<file path="src/rtl/aes_selftest_pkg.sv">
// Shared types and constants for the AES known-answer-test sequencer.
// Optional build macro used by aes_selftest_seq: AES_SELFTEST_CAPTURE_EN.
package aes_selftest_pkg;

   localparam int AES_BLK_W   = 128;
   localparam int DEF_KEY_W   = 256;
   localparam int DEF_NUM_VEC = 16;
   localparam int DEF_TIMEOUT = 64;

   typedef enum logic [2:0] {
      ST_IDLE,
      ST_FETCH,
      ST_LOAD,
      ST_START,
      ST_WAIT,
      ST_CHECK,
      ST_FIN
   } state_t;

   // Vector index width; a single-vector run still needs one address bit.
   function automatic int idx_width(input int n);
      return (n > 1) ? $clog2(n) : 1;
   endfunction

endpackage

</file>
<file path="src/rtl/aes_selftest_seq_if.sv">
// Vector-memory and AES-core signal bundle seen by the KAT sequencer.
//
// Handshake semantics (both channels, no backpressure):
//   vector memory : vec_rd_en is a one-cycle read strobe with vec_addr; the
//                   memory returns vec_key/vec_pt/vec_ct exactly one cycle later.
//   AES core      : core_start is a one-cycle request; core_key/core_plaintext
//                   stay stable from core_start until the first cycle with
//                   core_done=1, and core_ciphertext is valid on that cycle.
//                   core_done may be a pulse or a level; only its first high
//                   cycle after core_start is consumed.
interface aes_selftest_seq_if
   import aes_selftest_pkg::*;
#(
   parameter int KEY_W = DEF_KEY_W,
   parameter int IDX_W = 4
);

   logic                 vec_rd_en;
   logic [IDX_W-1:0]     vec_addr;
   logic [KEY_W-1:0]     vec_key;
   logic [AES_BLK_W-1:0] vec_pt;
   logic [AES_BLK_W-1:0] vec_ct;

   logic                 core_start;
   logic [KEY_W-1:0]     core_key;
   logic [AES_BLK_W-1:0] core_plaintext;
   logic [AES_BLK_W-1:0] core_ciphertext;
   logic                 core_done;

   // Sequencer side
   modport master (
      output vec_rd_en, vec_addr, core_start, core_key, core_plaintext,
      input  vec_key, vec_pt, vec_ct, core_ciphertext, core_done
   );

   // Vector memory / AES core side
   modport slave (
      input  vec_rd_en, vec_addr, core_start, core_key, core_plaintext,
      output vec_key, vec_pt, vec_ct, core_ciphertext, core_done
   );

endinterface

</file>
<file path="src/rtl/aes_selftest_seq.sv">
// On-chip AES known-answer-test sequencer: walks NUM_VEC stored vectors,
// drives each into the core, compares the ciphertext and keeps statistics.
// Build macro AES_SELFTEST_CAPTURE_EN: when defined, fail_ct holds the
// ciphertext of the first failing vector; otherwise fail_ct is tied to 0.
module aes_selftest_seq
   import aes_selftest_pkg::*;
#(
   parameter  int KEY_W   = DEF_KEY_W,
   parameter  int NUM_VEC = DEF_NUM_VEC,
   parameter  int TIMEOUT = DEF_TIMEOUT,
   localparam int IDX_W   = idx_width(NUM_VEC),
   localparam int CNT_W   = $clog2(NUM_VEC + 1)
) (
   input  logic                 clk,
   input  logic                 reset,
   input  logic                 run,
   input  logic                 stop_on_fail,
   aes_selftest_seq_if.master   bus,
   output logic                 busy,
   output logic                 done,
   output logic                 all_pass,
   output logic [CNT_W-1:0]     pass_cnt,
   output logic [CNT_W-1:0]     fail_cnt,
   output logic [CNT_W-1:0]     timeout_cnt,
   output logic [IDX_W-1:0]     first_fail_idx,
   output logic                 first_fail_valid,
   output logic [AES_BLK_W-1:0] fail_ct,
   output state_t               state_dbg
);

   localparam int              TMR_W    = $clog2(TIMEOUT + 1);
   localparam logic [IDX_W-1:0] LAST_IDX = IDX_W'(NUM_VEC - 1);
   localparam logic [TMR_W-1:0] TMR_LAST = TMR_W'(TIMEOUT - 1);

   state_t               state_q;
   logic [IDX_W-1:0]     idx_q;
   logic                 stop_q;
   logic                 rd_en_q;
   logic                 start_q;
   logic [KEY_W-1:0]     key_q;
   logic [AES_BLK_W-1:0] pt_q;
   logic [AES_BLK_W-1:0] exp_q;
   logic [AES_BLK_W-1:0] res_q;
   logic                 timed_out_q;
   logic [TMR_W-1:0]     tmr_q;
   logic                 chk_pass;

   // Result of the vector currently in CHECK; a timeout always fails.
   assign chk_pass = (res_q == exp_q) && !timed_out_q;

   assign bus.vec_rd_en      = rd_en_q;
   assign bus.vec_addr       = idx_q;
   assign bus.core_start     = start_q;
   assign bus.core_key       = key_q;
   assign bus.core_plaintext = pt_q;
   assign state_dbg          = state_q;

   // Sequencer FSM with registered strobes, operand holding registers and statistics.
   always_ff @(posedge clk or posedge reset) begin
      if (reset) begin
         state_q          <= ST_IDLE;
         idx_q            <= '0;
         stop_q           <= 1'b0;
         rd_en_q          <= 1'b0;
         start_q          <= 1'b0;
         key_q            <= '0;
         pt_q             <= '0;
         exp_q            <= '0;
         res_q            <= '0;
         timed_out_q      <= 1'b0;
         tmr_q            <= '0;
         busy             <= 1'b0;
         done             <= 1'b0;
         all_pass         <= 1'b0;
         pass_cnt         <= '0;
         fail_cnt         <= '0;
         timeout_cnt      <= '0;
         first_fail_idx   <= '0;
         first_fail_valid <= 1'b0;
      end else begin
         rd_en_q <= 1'b0;
         start_q <= 1'b0;
         case (state_q)
            ST_IDLE, ST_FIN: begin
               if (run) begin
                  state_q          <= ST_FETCH;
                  idx_q            <= '0;
                  stop_q           <= stop_on_fail;
                  rd_en_q          <= 1'b1;
                  busy             <= 1'b1;
                  done             <= 1'b0;
                  all_pass         <= 1'b0;
                  pass_cnt         <= '0;
                  fail_cnt         <= '0;
                  timeout_cnt      <= '0;
                  first_fail_idx   <= '0;
                  first_fail_valid <= 1'b0;
               end
            end
            ST_FETCH: begin
               state_q <= ST_LOAD;
            end
            ST_LOAD: begin
               key_q   <= bus.vec_key;
               pt_q    <= bus.vec_pt;
               exp_q   <= bus.vec_ct;
               start_q <= 1'b1;
               state_q <= ST_START;
            end
            ST_START: begin
               tmr_q       <= '0;
               timed_out_q <= 1'b0;
               state_q     <= ST_WAIT;
            end
            ST_WAIT: begin
               // core_done is checked first so a response on the last allowed cycle still counts.
               if (bus.core_done) begin
                  res_q   <= bus.core_ciphertext;
                  state_q <= ST_CHECK;
               end else if (tmr_q == TMR_LAST) begin
                  res_q       <= '0;
                  timed_out_q <= 1'b1;
                  state_q     <= ST_CHECK;
               end else begin
                  tmr_q <= tmr_q + TMR_W'(1);
               end
            end
            ST_CHECK: begin
               if (chk_pass) begin
                  pass_cnt <= pass_cnt + CNT_W'(1);
               end else begin
                  fail_cnt <= fail_cnt + CNT_W'(1);
                  if (timed_out_q) timeout_cnt <= timeout_cnt + CNT_W'(1);
                  if (!first_fail_valid) begin
                     first_fail_idx   <= idx_q;
                     first_fail_valid <= 1'b1;
                  end
               end
               if ((idx_q == LAST_IDX) || (!chk_pass && stop_q)) begin
                  state_q  <= ST_FIN;
                  busy     <= 1'b0;
                  done     <= 1'b1;
                  all_pass <= chk_pass && (fail_cnt == '0);
               end else begin
                  idx_q   <= idx_q + IDX_W'(1);
                  rd_en_q <= 1'b1;
                  state_q <= ST_FETCH;
               end
            end
            default: begin
               state_q <= ST_IDLE;
            end
         endcase
      end
   end

`ifdef AES_SELFTEST_CAPTURE_EN
   logic [AES_BLK_W-1:0] fail_ct_q;

   // Capture the returned ciphertext of the first failing vector (res_q is 0 after a timeout).
   always_ff @(posedge clk or posedge reset) begin
      if (reset) begin
         fail_ct_q <= '0;
      end else if ((state_q == ST_IDLE || state_q == ST_FIN) && run) begin
         fail_ct_q <= '0;
      end else if (state_q == ST_CHECK && !chk_pass && !first_fail_valid) begin
         fail_ct_q <= res_q;
      end
   end

   assign fail_ct = fail_ct_q;
`else
   assign fail_ct = '0;
`endif

endmodule
</file>
<file path="src/flat_wrapper.sv">
// flat-port wrapper written by rule: the top's interface ports become plain ports
module aes_selftest_seq_flat import aes_selftest_pkg::*;
#(
   parameter  int KEY_W   = DEF_KEY_W,
   parameter  int NUM_VEC = DEF_NUM_VEC,
   parameter  int TIMEOUT = DEF_TIMEOUT,
   localparam int IDX_W   = idx_width(NUM_VEC),
   localparam int CNT_W   = $clog2(NUM_VEC + 1)
)
  (clk, reset, run, stop_on_fail, busy, done, all_pass, pass_cnt, fail_cnt, timeout_cnt, first_fail_idx, first_fail_valid, fail_ct, state_dbg, bus_vec_rd_en, bus_vec_addr, bus_core_start, bus_core_key, bus_core_plaintext, bus_vec_key, bus_vec_pt, bus_vec_ct, bus_core_ciphertext, bus_core_done);
  aes_selftest_seq_if #(.KEY_W(KEY_W)) bus_i ();
  input  logic clk;
  input  logic reset;
  input  logic run;
  input  logic stop_on_fail;
  output logic busy;
  output logic done;
  output logic all_pass;
  output logic [CNT_W-1:0] pass_cnt;
  output logic [CNT_W-1:0] fail_cnt;
  output logic [CNT_W-1:0] timeout_cnt;
  output logic [IDX_W-1:0] first_fail_idx;
  output logic first_fail_valid;
  output logic [AES_BLK_W-1:0] fail_ct;
  output state_t state_dbg;
  output wire logic [$bits(bus_i.vec_rd_en)-1:0] bus_vec_rd_en;
  output wire logic [$bits(bus_i.vec_addr)-1:0] bus_vec_addr;
  output wire logic [$bits(bus_i.core_start)-1:0] bus_core_start;
  output wire logic [$bits(bus_i.core_key)-1:0] bus_core_key;
  output wire logic [$bits(bus_i.core_plaintext)-1:0] bus_core_plaintext;
  input wire logic [$bits(bus_i.vec_key)-1:0] bus_vec_key;
  input wire logic [$bits(bus_i.vec_pt)-1:0] bus_vec_pt;
  input wire logic [$bits(bus_i.vec_ct)-1:0] bus_vec_ct;
  input wire logic [$bits(bus_i.core_ciphertext)-1:0] bus_core_ciphertext;
  input wire logic [$bits(bus_i.core_done)-1:0] bus_core_done;
  assign bus_vec_rd_en = bus_i.vec_rd_en;
  assign bus_vec_addr = bus_i.vec_addr;
  assign bus_core_start = bus_i.core_start;
  assign bus_core_key = bus_i.core_key;
  assign bus_core_plaintext = bus_i.core_plaintext;
  assign bus_i.vec_key = bus_vec_key;
  assign bus_i.vec_pt = bus_vec_pt;
  assign bus_i.vec_ct = bus_vec_ct;
  assign bus_i.core_ciphertext = bus_core_ciphertext;
  assign bus_i.core_done = bus_core_done;
  aes_selftest_seq #(.KEY_W(KEY_W), .NUM_VEC(NUM_VEC), .TIMEOUT(TIMEOUT)) u_core (.clk(clk), .reset(reset), .run(run), .stop_on_fail(stop_on_fail), .bus(bus_i), .busy(busy), .done(done), .all_pass(all_pass), .pass_cnt(pass_cnt), .fail_cnt(fail_cnt), .timeout_cnt(timeout_cnt), .first_fail_idx(first_fail_idx), .first_fail_valid(first_fail_valid), .fail_ct(fail_ct), .state_dbg(state_dbg));
endmodule
</file>
<file path="config.mk">
export PLATFORM = sky130hd
export DESIGN_NAME = aes_selftest_seq_flat
export DESIGN_NICKNAME = d
export VERILOG_FILES = /design/src/rtl/aes_selftest_pkg.sv /design/src/rtl/aes_selftest_seq_if.sv /design/src/rtl/aes_selftest_seq.sv /design/src/flat_wrapper.sv
export SDC_FILE = /design/constraint.sdc
export NUM_CORES = 1
export LEC_CHECK = 0
export BUFFER_PORTS_ARGS = -buffer_cell sky130_fd_sc_hd__clkbuf_2
export CAP_MARGIN = 20
export CORE_AREA = 2 2 469 471
export CTS_BUF_LIST = sky130_fd_sc_hd__clkbuf_8
export DETAILED_ROUTE_END_ITERATION = 8
export DIE_AREA = 0 0 471 473
export HOLD_SLACK_MARGIN = 0.12
export REMOVE_ABC_BUFFERS = 1
export SYNTH_ARGS = -nofsm -noshare
export SYNTH_HDL_FRONTEND = slang
export SYNTH_SLANG_ARGS = --single-unit
</file>
<file path="constraint.sdc">
create_clock -name clk -period 27.4 [get_ports clk]
set_input_delay 5.48 -clock clk [delete_from_list [all_inputs] [get_ports clk]]
set_output_delay 5.48 -clock clk [all_outputs]
set_load 0.005 [all_outputs]
</file>
==> Word-level counts from Yosys, hierarchy flattened <==
Cells that the tools add are included.
{ "word_totals": {"regBits": 681, "latchBits": 0, "ram_bits": 0, "rom_bits": 0, "in_bits": 645, "output_inout_bits": 544, "elab_cells": 108, "memories": 0} }
{ "op_classes": {"add_sub_neg": 5, "multipliers": 0, "n_div": 0, "n_lt_le_gt_ge": 0, "eq_ne": 20, "shifts": 0, "n_mux": 41, "bitwise_logic": 0, "n_reduce_logical": 23} }
{ "op_table": {"columns": ["op", "n"], "rows": [
  ["2-to-1 mux 128 bit", 2],
  ["== test 128 bit", 1],
  ["case mux 5 bit (2 select lines)", 3],
  ["2-to-1 mux 5 bit", 5],
  ["case mux 3 bit (6 select lines)", 1],
  ["AND reduction 3 bit", 6],
  ["2-to-1 mux 4 bit", 4],
  ["case mux 4 bit (2 select lines)", 2],
  ["adder 5 x 1 -> 5 bit, second input constant", 3],
  ["2-to-1 mux 7 bit", 2],
  ["case mux 7 bit (2 select lines)", 1],
  ["2-to-1 mux 3 bit", 4],
  ["inequality test 2 bit, second input constant", 6],
  ["case mux 1 bit (2 select lines)", 6],
  ["2-to-1 mux 1 bit", 11],
  ["== test 3 bit, second input constant", 3],
  ["inequality test 2 x 1 -> 1 bit, second input constant", 4],
  ["AND reduction 4 bit", 2],
  ["adder 7 x 1 -> 7 bit, second input constant", 1],
  ["== test 7 x 6 -> 1 bit, second input constant", 1],
  ["== test 3 x 2 -> 1 bit, second input constant", 2],
  ["AND reduction 2 bit", 3],
  ["nonzero test 2 bit", 3],
  ["logical NOT 5 bit", 1],
  ["9 further kinds", 12]
]} }

==> Longest topological paths before layout <==
Gate-level depths: netlist of run 1.
{ "depth": {"ltp_word": 7, "mapped_depth": 9, "depth_no_buf": 8} }

==> Worst setup path before layout of run 1 <==
No wires, ideal clock.
{ "synth_timing": {"path_kind": "input to register", "from": "input run", "to": "register u_core.done", "setup_ns": 0.121, "arrival_time_ns": 6.613, "required_ns": 27.279, "slack_ns": 20.666, "path_stages": 4, "n_path_buf": 2, "cell_sequence": "or4b_2 > clkbuf_1 > clkbuf_1 > a22o_1"} }
{ "synth_via": {"elab_chain_cells": 2} }
{ "synth_rtl": {"columns": ["element", "line_no", "source"], "rows": [
  ["start: declaration", "flat_wrapper.sv:14", "input logic run;"],
  ["inequality test 2 bit (no source line)", null, null],
  ["AND reduction 3 bit (no source line)", null, null],
  ["end signal: assignment", "aes_selftest_seq.sv:73", "done <= 1'b0;"],
  ["end signal: assignment", "aes_selftest_seq.sv:91", "done <= 1'b0;"],
  ["end signal: assignment", "aes_selftest_seq.sv:142", "done <= 1'b1;"],
  ["end: declaration", "aes_selftest_seq.sv:20", "output logic done,"]
]} }
Every way passes these cells.
A chain may end at the register's enable or synchronous reset.

==> results of run 1 <==
## through the flow
step	setup TNS, ns	power [mW]	setup WS, ns	cell area, um2	instances
detailed placement	0	3.64	18.17	36200	5807
floorplan	-7255.22	3.32	-14.21	27000	1853
finish	0	4.65	19.12	39000	6063
global placement	0	3.61	18.22	36200	5807
CTS	0	4.78	19.19	38900	6039
global route	0	4.96	18.65	39000	6049
## synth_stat cells (all sizes together), types with 3 or more instances
cell type / count
nand2b: 31
buf: 132
nand2: 47
o2111a: 4
o21ai: 26
o2111ai: 6
and2: 3
dfrtp: 681
nor4: 13
a21oi: 6
nor2: 16
o22ai: 5
ha: 6
nand3: 15
inv: 40
xor2: 20
a221oi: 3
xnor2: 66
o31ai: 3
nor2b: 30
nand4: 26
mux2i: 13
a22oi: 3
mux2: 496
a22o: 130
a2111o: 5
clkbuf: 92
or4: 6
a2111oi: 6
## power by group
group / total (mW) / internal, mW / switching (mW)
Sequential: 1.85 / 1.50 / 0.348
Combinational: 1.73 / 0.878 / 0.848
Clock: 1.08 / 0.587 / 0.491
## cells in the final DEF (no fill, tap or decap), drive strengths merged, types with 7 or more instances in the layout
cell type,instances
nand2,47
dfrtp,681
mux2,496
nand3,15
mux2i,13
clkinvlp,7
inv,79
nor2b,30
conb,128
a22o,130
nand4,26
o21ai,26
nand2b,31
nor4,13
diode,24
buf,23
xor2,20
nor2,16
xnor2,66
clkbuf,1226
clkinv,16
## layout make-up
type	instances	area, um2	area share [%]
flip-flops and latches	681	17000	43.7
multi-input cells	1132	9870	25.3
repair buffers	1083	5520	14.1
well taps	2871	3590	9.21
clock buffers	166	2280	5.86
clock inverters	66	472	1.21
inverters	40	158	0.404
diodes	24	60.1	0.154
## worst min-delay path by stage
stage / cells past startpoint / start / endpoint / slack (ns)
final: 1 / u_core.res_q[113] / u_core.res_q[113] / 0.50
after global routing: 1 / u_core.bus.core_key[83] / u_core.bus.core_key[83] / 0.52
after CTS: 1 / u_core.res_q[113] / u_core.res_q[113] / 0.50
after detailed placement: 1 / u_core.res_q[59] / u_core.res_q[59] / 0.48
after global placement: 1 / u_core.res_q[3] / u_core.res_q[3] / 0.48
after floorplan: 1 / u_core.res_q[105] / u_core.res_q[105] / 0.47
## sequential cells by signal, indices dropped and copies added (netlist names), 3 cells and up
signal,flops
u_core.bus.core_key,256
u_core.bus.core_plaintext,128
u_core.bus.vec_addr,4
u_core.exp_q,128
u_core.fail_cnt,5
u_core.first_fail_idx,4
u_core.pass_cnt,5
u_core.res_q,128
u_core.state_dbg,3
u_core.timeout_cnt,5
u_core.tmr_q,7
## worst max-delay path, cell delays in order
cell and delay, ns:
clkbuf_2 0.12, inv_8 0.40, buf_12 0.50, buf_4 0.75, buf_4 0.71, buf_4 0.73
## per-layer routing
layer / global-route usage, % / vias to the layer above / share of wire (%)
li1: - / 8982 / -
met5: 0 / - / 0.25
met3: 6.13 / 312 / 11
met4: 4.25 / 54 / 3.3
met2: 21.0 / 1074 / 50
met1: 12.7 / 10289 / 36
## logic make-up (layout without fill, tap and decap cells)
logic type | Yosys count | in the layout | share of synthesized area, %
other | 1 | 152 | 0.0135
xor gates and xnor gates | 86 | 86 | 2.70
muxes | 509 | 509 | 20.5
buffers and inverters | 264 | 1355 | 5.31
DFF | 681 | 681 | 61.2
adders and majority gates | 6 | 6 | 0.270
AOI/OAI and AO/OA | 208 | 208 | 6.17
and+or+nand+nor | 195 | 195 | 3.82
==> run metrics, run 1 <==
Netlist cell types=48; #FFs+latches synth=681; Setup violations, final=0; RSZ-0062 raised after global routing=false; synthesized instance count=1950; leading post-synthesis cells by cell area=dfrtp_1 61%, mux2_2 20%, a22o_1 4.1%; VDD IR max=0.0000621 V; CTS tree=done; Sinks on Clock Net=681; fin crit period=8.28 ns; Worst Reg-to-Reg Cells=5; Seq/Total Area, Yosys=61.2%; root buffer cell=clkbuf_8; top-area cell type share of the netlist area=61.2%; Area Growth Syn to Fin=40.0%; Final Util=17.9%; number of max-cap violations=0; IO Pins=1189; leading area contributor after synthesis=dfrtp_1; layout cells sized above 1=56.6%; DR iter-0 viols=1044; Worst Skew=0.0559 ns; Die Ht=473 um; Worst setup endpoint=u_core.exp_q[63]; H-tree levels=4; crit path from=reset; crit share post-route=30.2%; crit path capture type=async pin; Starting Density=12.8%; global-route wire length before repair=184000 um; Longest Clk Path Bufs=3; CTS buffer count=133; Leak=18.1 nW; Fmax=121 MHz; vias=20711; RR Startpoint=u_core.state_dbg[0]; Crit Path Class=input port to async pin; DR DRC count=0; hold_ws=0.501 ns; Critical Path Fanout Max=133; Clk Latency, worst-skew pair=0.87 ns; status=finished clean; Arrival @ worst endpoint=9.14 ns; Most used DFF post-synth=dfrtp_1; reg2reg setup slack=23.31 ns; number of vias per cell=3.42; I/O Buffers=1060; post-CTS resize count=0; critical path required time=28.27 ns; GRT overflow=0; Nets=3722; Hold Fails Final Rpt=0; routability-driven placement congestion ratio=0.861; Worst Tran Pin Value=1.09 ns; number of synthesized flops with an enable pin=0; Slew headroom=27.2%; Routed WL=140000 um; pin count of the biggest net entering global routing=140; HPWL Detailed=115000 um; chip width=471 um; number of global-route vias before repair=21303; Critical R2R Capture=u_core.bus.core_plaintext[114]; gr usage total=12.2%; Startpoint Class=input port; Worst-path clk slew=0.06 ns; FFs w/ async S/R, synth=100%; die area=0.223 mm2; setup bufs post-CTS=0; DRT Pass-1 Iters=5; PwrDens=119 mW/mm2; row cnt=172; HP Class=register to register; Avg Cell Area, Syn=14.3 um2; ANT nets after route=0; initial antenna violation count=116; synthesized area=0.0279 mm2; drt wl/cell=23.0 um; Final Max Slew Viols=0; Fill cells=24085; core area=0.218 mm2; Yosys Warn Count=0; hold buffers post-CTS=0
Power figures use the tool's default switching activity.
==> inputs of run 2 (changes only) <==
- clock period: 27.4 -> 8.5 ns (I/O delays scaled with it)
==> run 2 against run 1 <==
Effect of this change: worst hold slack better by 0.0016 ns; cell area hardly changed; via count rose by 1.1%; clock skew shrank 0.018 ns; global-route usage grew 0.35 points; combinational power rose to 3.3 times the previous value; critical path depth did not move; sequential power grew to 3.2 times the previous value; final cell count rose by 0.12%; routed wire length increased by 2.6%; worst setup slack got worse by 14 ns; die area is the same; critical path type is now register to register; critical endpoint is now u_core.res_q[120]; highest routed layer unchanged.
==> run metrics, run 2 (synthesis results as in run 1) <==
most frequent cells in the layout=1060 x clkbuf_2, 681 x dfrtp_1, 496 x mux2_2, 158 x clkbuf_8, 130 x a22o_1; number of vias per cell=3.45 (+1.0%); Startpoint Class=register; Area Growth Syn to Fin=39.9% (about the same); die area=0.223 mm2 (unchanged); setup bufs post-CTS=0 (unchanged); total power=15.0 mW (+220%); met3 WL=16700 um (+9.4%); WL met2=70700 um (+2.1%); Slew headroom=32.7% (+5.5 points); hold buffers post-CTS=0 (unchanged); crit path capture type=register; vias=20948 (+1.1%); core area=0.218 mm2 (unchanged); routability-driven placement congestion ratio=0.854 (-0.82%); Crit Path Class=register to register; Nets=3724 (+0.054%); GRT overflow=0 (unchanged); layout cells sized above 1=56.5% (-0.077 points); CTS buffer count=133 (unchanged); initial antenna violation count=145 (+25%); Critical Path Fanout Max=65 (-51%); row cnt=172 (unchanged); fin crit period=3.66 ns; commonest non-fill, non-tap cell in the layout=clkbuf_2; drt wl/cell=23.6 um (+2.4%); Die Ht=473 um (unchanged); Starting Density=12.8% (unchanged); Clk Latency, worst-skew pair=0.88 ns (about the same); Longest Clk Path Bufs=3 (unchanged); Top Layer Used=met5; DRT Pass-1 Iters=5 (unchanged); number of global-route vias before repair=21610 (+1.4%); Routed WL=143000 um (+2.6%); HP Class=register to register; critical path required time=9.24 ns (-19.03 ns); VDD IR max=0.000174 V (+180%); Largest register FFs=256 (unchanged); DR DRC count=0 (unchanged); Worst Skew=0.0383 ns (-0.0176 ns); post-CTS resize count=0 (unchanged); H-tree levels=4 (unchanged); ANT nets after route=0 (unchanged); Arrival @ worst endpoint=4.40 ns (-4.74 ns); setup TNS after final layout=0 ns (unchanged); crit share post-route=43.0%; IO Pins=1189 (unchanged); RSZ-0062 raised after global routing=false; CTS tree=done; Worst-path clk slew=0.06 ns (about the same); Final Max Slew Viols=0 (unchanged); status=finished clean; Hold Fails Final Rpt=0 (unchanged); hold_ws=0.503 ns (+0.00155 ns); Worst Tran Pin Value=1.01 ns (-0.0851 ns); Setup violations, final=0 (unchanged); I/O Buffers=1060 (unchanged); DR iter-0 viols=917 (-12%); chip width=471 um (unchanged); global-route wire length before repair=189000 um (+2.4%); M1 WL=49600 um (-1.2%); pin count of the biggest net entering global routing=142 (+1.4%); Sinks on Clock Net=681 (unchanged); Fmax=274 MHz; gr usage total=12.5% (+0.35 points); number of max-cap violations=0 (unchanged); PwrDens=385 mW/mm2 (+220%); HPWL Detailed=117000 um (+2.4%); root buffer cell=clkbuf_8; Fill cells=24039 (-0.19%); Leak=18.1 nW (about the same)
-- run 2: cell types whose count changed in the layout (fill, tap and decap cells not counted), sizes merged --
cell and change:
clkinvlp -1, diode +8, clkbuf -8, buf +2, clkinv +6
-- run 2: worst max-delay path: stages, from the launching register on --
cell and delay [ns]:
dfrtp_1 0.58, nor3b_1 0.65, and2_4 0.88, nor2_4 0.06, buf_4 0.43, buf_4 0.49, a22o_1 0.30
-- run 2: final cells by class --
cell class | instances | area, um2 | share of cell area, %
diodes | 32 | 80.1 | 0.205
multi-input cells | 1132 | 9850 | 25.3
repair buffers | 1085 | 5570 | 14.3
well taps | 2871 | 3590 | 9.22
flip-flops and latches | 681 | 17000 | 43.7
inverters | 40 | 158 | 0.405
clock buffers | 158 | 2170 | 5.58
clock inverters | 71 | 498 | 1.28
-- run 2: power breakdown --
| part | internal, mW | total [mW] | switching (mW) |
|---|---|---|---|
| Sequential | 4.84 | 5.90 | 1.05 |
| Clock | 1.82 | 3.43 | 1.61 |
| Combinational | 2.84 | 5.67 | 2.83 |
-- run 2: worst paths after layout --
| kind | endpoint | from | cells after the start | slack [ns] |
|---|---|---|---|---|
| hold / removal | u_core.res_q[113] | u_core.res_q[113] | 1 | 0.50 |
| max in group asynchronous | u_core.bus.core_plaintext[53] | reset | 4 | 5.95 |
| min in group asynchronous | u_core.bus.core_key[54] | reset | 2 | 0.96 |
| setup / recovery | u_core.res_q[120] | u_core.state_dbg[0] | 6 | 4.84 |
| hold reg to reg | u_core.res_q[113] | u_core.res_q[113] | 1 | 0.50 |
| setup reg to reg | u_core.res_q[120] | u_core.state_dbg[0] | 6 | 4.84 |
-- run 2: layer usage --
| layer | vias to the layer above | global-route usage, % |
|---|---|---|
| met5 | - | 0 |
| met4 | 58 | 4.84 |
| met3 | 388 | 7.01 |
| met2 | 1142 | 21.6 |
| met1 | 10372 | 12.5 |
| li1 | 8988 | - |
-- run 2: metrics by stage --
| stage | std cells | worst slack (ns) | cell area, um2 | util (%) |
|---|---|---|---|---|
| floorplan | 1853 | -33.11 | 27000 | - |
| global placement | 5805 | 3.81 | 36200 | 16.6 |
| detailed placement | 5808 | 4.17 | 36200 | 16.6 |
| CTS | 6037 | 4.60 | 38900 | 17.8 |
| global route | 6056 | 4.60 | 38900 | 17.8 |
| finish | 6070 | 4.84 | 39000 | 17.9 |
==> inputs of run 3 (changes only) <==
- CORE_AREA: 2 2 469 471 -> 2 2 466 468
- DIE_AREA: 0 0 471 473 -> 0 0 468 470
- clock period: 8.5 -> 3.2 ns (I/O delays scaled with it)
==> run 3 against run 2 <==
Effect of this change: highest routed layer unchanged; clock power rose to 2.8 times the previous value; final cell count up 12%; maximum frequency up 17%.
==> run metrics, run 3 (synthesis results as in run 1) <==
status=finished clean; met2 Usage GRT=23.2% (+1.6 points); Startpoint Class=register; routability-driven placement congestion ratio=0.888 (+4.0%); placed cell area=0.0367 mm2 (+1.4%); initial antenna violation count=146 (+0.69%); DR DRC count=0 (unchanged); IO Pins=1189 (unchanged); vias=23908 (+14%); CTS tree=done; Arrival @ worst endpoint=3.90 ns (-0.50 ns); HP Class=input port to async pin; Worst Tran Pin Value=0.753 ns (-0.253 ns); number of global-route vias before repair=26049 (+21%); Worst Skew=0.0409 ns (+0.00255 ns); gr usage total=13.4% (+0.87 points); crit path capture type=register; Area Growth Syn to Fin=66.5%; Final Max Slew Viols=0 (unchanged); die area=0.220 mm2 (-1.3%); H-tree levels=4 (unchanged); DR iter-0 viols=1146 (+25%); drt wl/cell=22.2 um (-5.9%); Slew headroom=49.8% (+17 points); Worst-path clk slew=0.06 ns (about the same); ANT nets after route=0 (unchanged); RSZ-0062 raised after global routing=true; Longest Clk Path Bufs=3 (unchanged); Routed WL=151000 um (+5.4%); ordered cell list for the critical path=xor2_2 -> nor4_4 -> buf_4 -> nand4_1 -> buf_6 -> or4_4 -> or4_4 -> a211oi_2 -> buf_4 -> mux2i_1; layer carrying the most global-route usage=met2; GRT overflow=0 (unchanged); root buffer cell=clkbuf_8; crit path max-delay cell type=or4_4; DRT Pass-1 Iters=5 (unchanged); HPWL Detailed=121000 um (+2.8%); PwrDens=895 mW/mm2 (+130%); Nets=4433 (+19%); Sinks on Clock Net=681 (unchanged); Hold Fails Final Rpt=0 (unchanged); CTS buffer count=136 (+2.3%); Leak=21.2 nW (+17%); number of max-cap violations=0 (unchanged); Starting Density=12.9% (+0.15 points); pin count of the biggest net entering global routing=97 (-32%); row cnt=171 (-0.58%); VDD IR max=0.000696 V (+300%); critical path required time=3.97 ns (-5.27 ns); CP bufs+invs=3 (+1); met3 usage=5.78% (-1.2 points); most frequent cells in the layout=1060 x clkbuf_2, 680 x dfrtp_1, 644 x dlygate4sd3_1, 496 x mux2_2, 169 x clkbuf_8; Setup violations, final=0 (unchanged); Top Family by Delay on Critical Path=simple AND/OR/NAND/NOR gates; number of vias per cell=3.52 (+1.9%); Die Ht=470 um (-0.63%); crit share post-route=97.7% (+55 points); met1 Use GR=13.9% (+1.4 points); core area=0.216 mm2 (-1.2%); Fmax=320 MHz (+17%); commonest non-fill, non-tap cell in the layout=clkbuf_2; Largest register FFs=256 (unchanged); post-route cell area=0.0464 mm2 (+19%); Crit path largest cell delay=0.55 ns (-0.33 ns); chip width=468 um (-0.64%); global-route wire length before repair=205000 um (+8.4%); layout cells sized above 1=48.5% (-8.1 points); Critical Path Fanout Max=5 (-92%); hold_ws=0.442 ns (-0.0609 ns); I/O Buffers=1060 (unchanged); Clk Latency, worst-skew pair=0.87 ns (about the same); Crit Path Class=register to register; setup TNS after final layout=0 ns (unchanged); fin crit period=3.13 ns (-0.530 ns)
-- run 3: cell types whose count changed in the layout (fill, tap and decap cells not counted), sizes merged, moves of 2 or more --
cell         previous run  this run
bufinv                  4         6
clkinvlp                6         9
clkinv                 22        17
clkbuf               1218      1229
diode                  32        62
inv                    79        75
buf                    25        86
dlygate4sd3             0       644
-- run 3: repair_timing --
| item | 4_1_cts | 5_1_grt |
|---|---|---|
| cloned | 1 | 0 |
| setup endpoints to repair | 24 | 20 |
| hold buffers | 644 | 0 |
| hold endpoints to repair | 685 | 0 |
| resized for setup | 15 | 14 |
| pin swaps | 17 | 6 |
| buffers inserted | 5 | 2 |
-- run 3: cell type report --
type | instances | area, um2
fillers | 23095 | 169000
flip-flops and latches | 681 | 17000
repair buffers | 1790 | 12600
multi-input cells | 1133 | 9980
well taps | 2854 | 3570
clock buffers | 169 | 2330
clock inverters | 67 | 520
inverters | 40 | 158
diodes | 62 | 155
-- run 3: worst reg2reg max path: cells and delay by family (launching register included) --
family	cells	cell delay, ns
compound gates	1	0.26
xor+xnor	1	0.20
buf+inv	3	0.50
flops	1	0.41
mux	1	0.18
simple gates	4	1.53
-- run 3: metal layers --
layer,vias up,routed length (um)
li1,10422,-
met1,11852,54400
met2,1149,74300
met3,415,14200
met4,70,7660
met5,-,444
-- run 3: final timing paths --
kind                                        start                      endpoint  slack [ns]  depth (start not counted)
max in group asynchronous                   reset  u_core.bus.core_plaintext[8]        1.71                          4
worst max-delay path            u_core.exp_q[116]        u_core.bus.vec_addr[1]        0.07                         10
worst min register to register  u_core.res_q[105]             u_core.res_q[105]        0.50                          1
worst max register to register  u_core.exp_q[116]        u_core.bus.vec_addr[1]        0.07                         10
worst min-delay path                        reset       u_core.bus.core_key[91]        0.44                          3
min in group clk                u_core.res_q[105]             u_core.res_q[105]        0.50                          1
-- run 3: power by group --
group / total [mW] / internal, mW / switching (mW)
combinational: 16.4 / 8.38 / 8.00
clock: 9.48 / 5.26 / 4.22
sequential: 15.6 / 12.9 / 2.78
-- run 3: through the flow --
step	power [mW]	utilization [%]	setup slack [ns]	std cells
floorplan	16.8	-	-38.41	1853
global placement	31.3	17.0	-0.328	5846
detailed placement	31.6	17.0	-0.352	5846
CTS	42.3	21.4	-0.000931	6732
global route	44.2	21.5	-0.0734	6781
finish	41.5	21.5	0.0739	6796
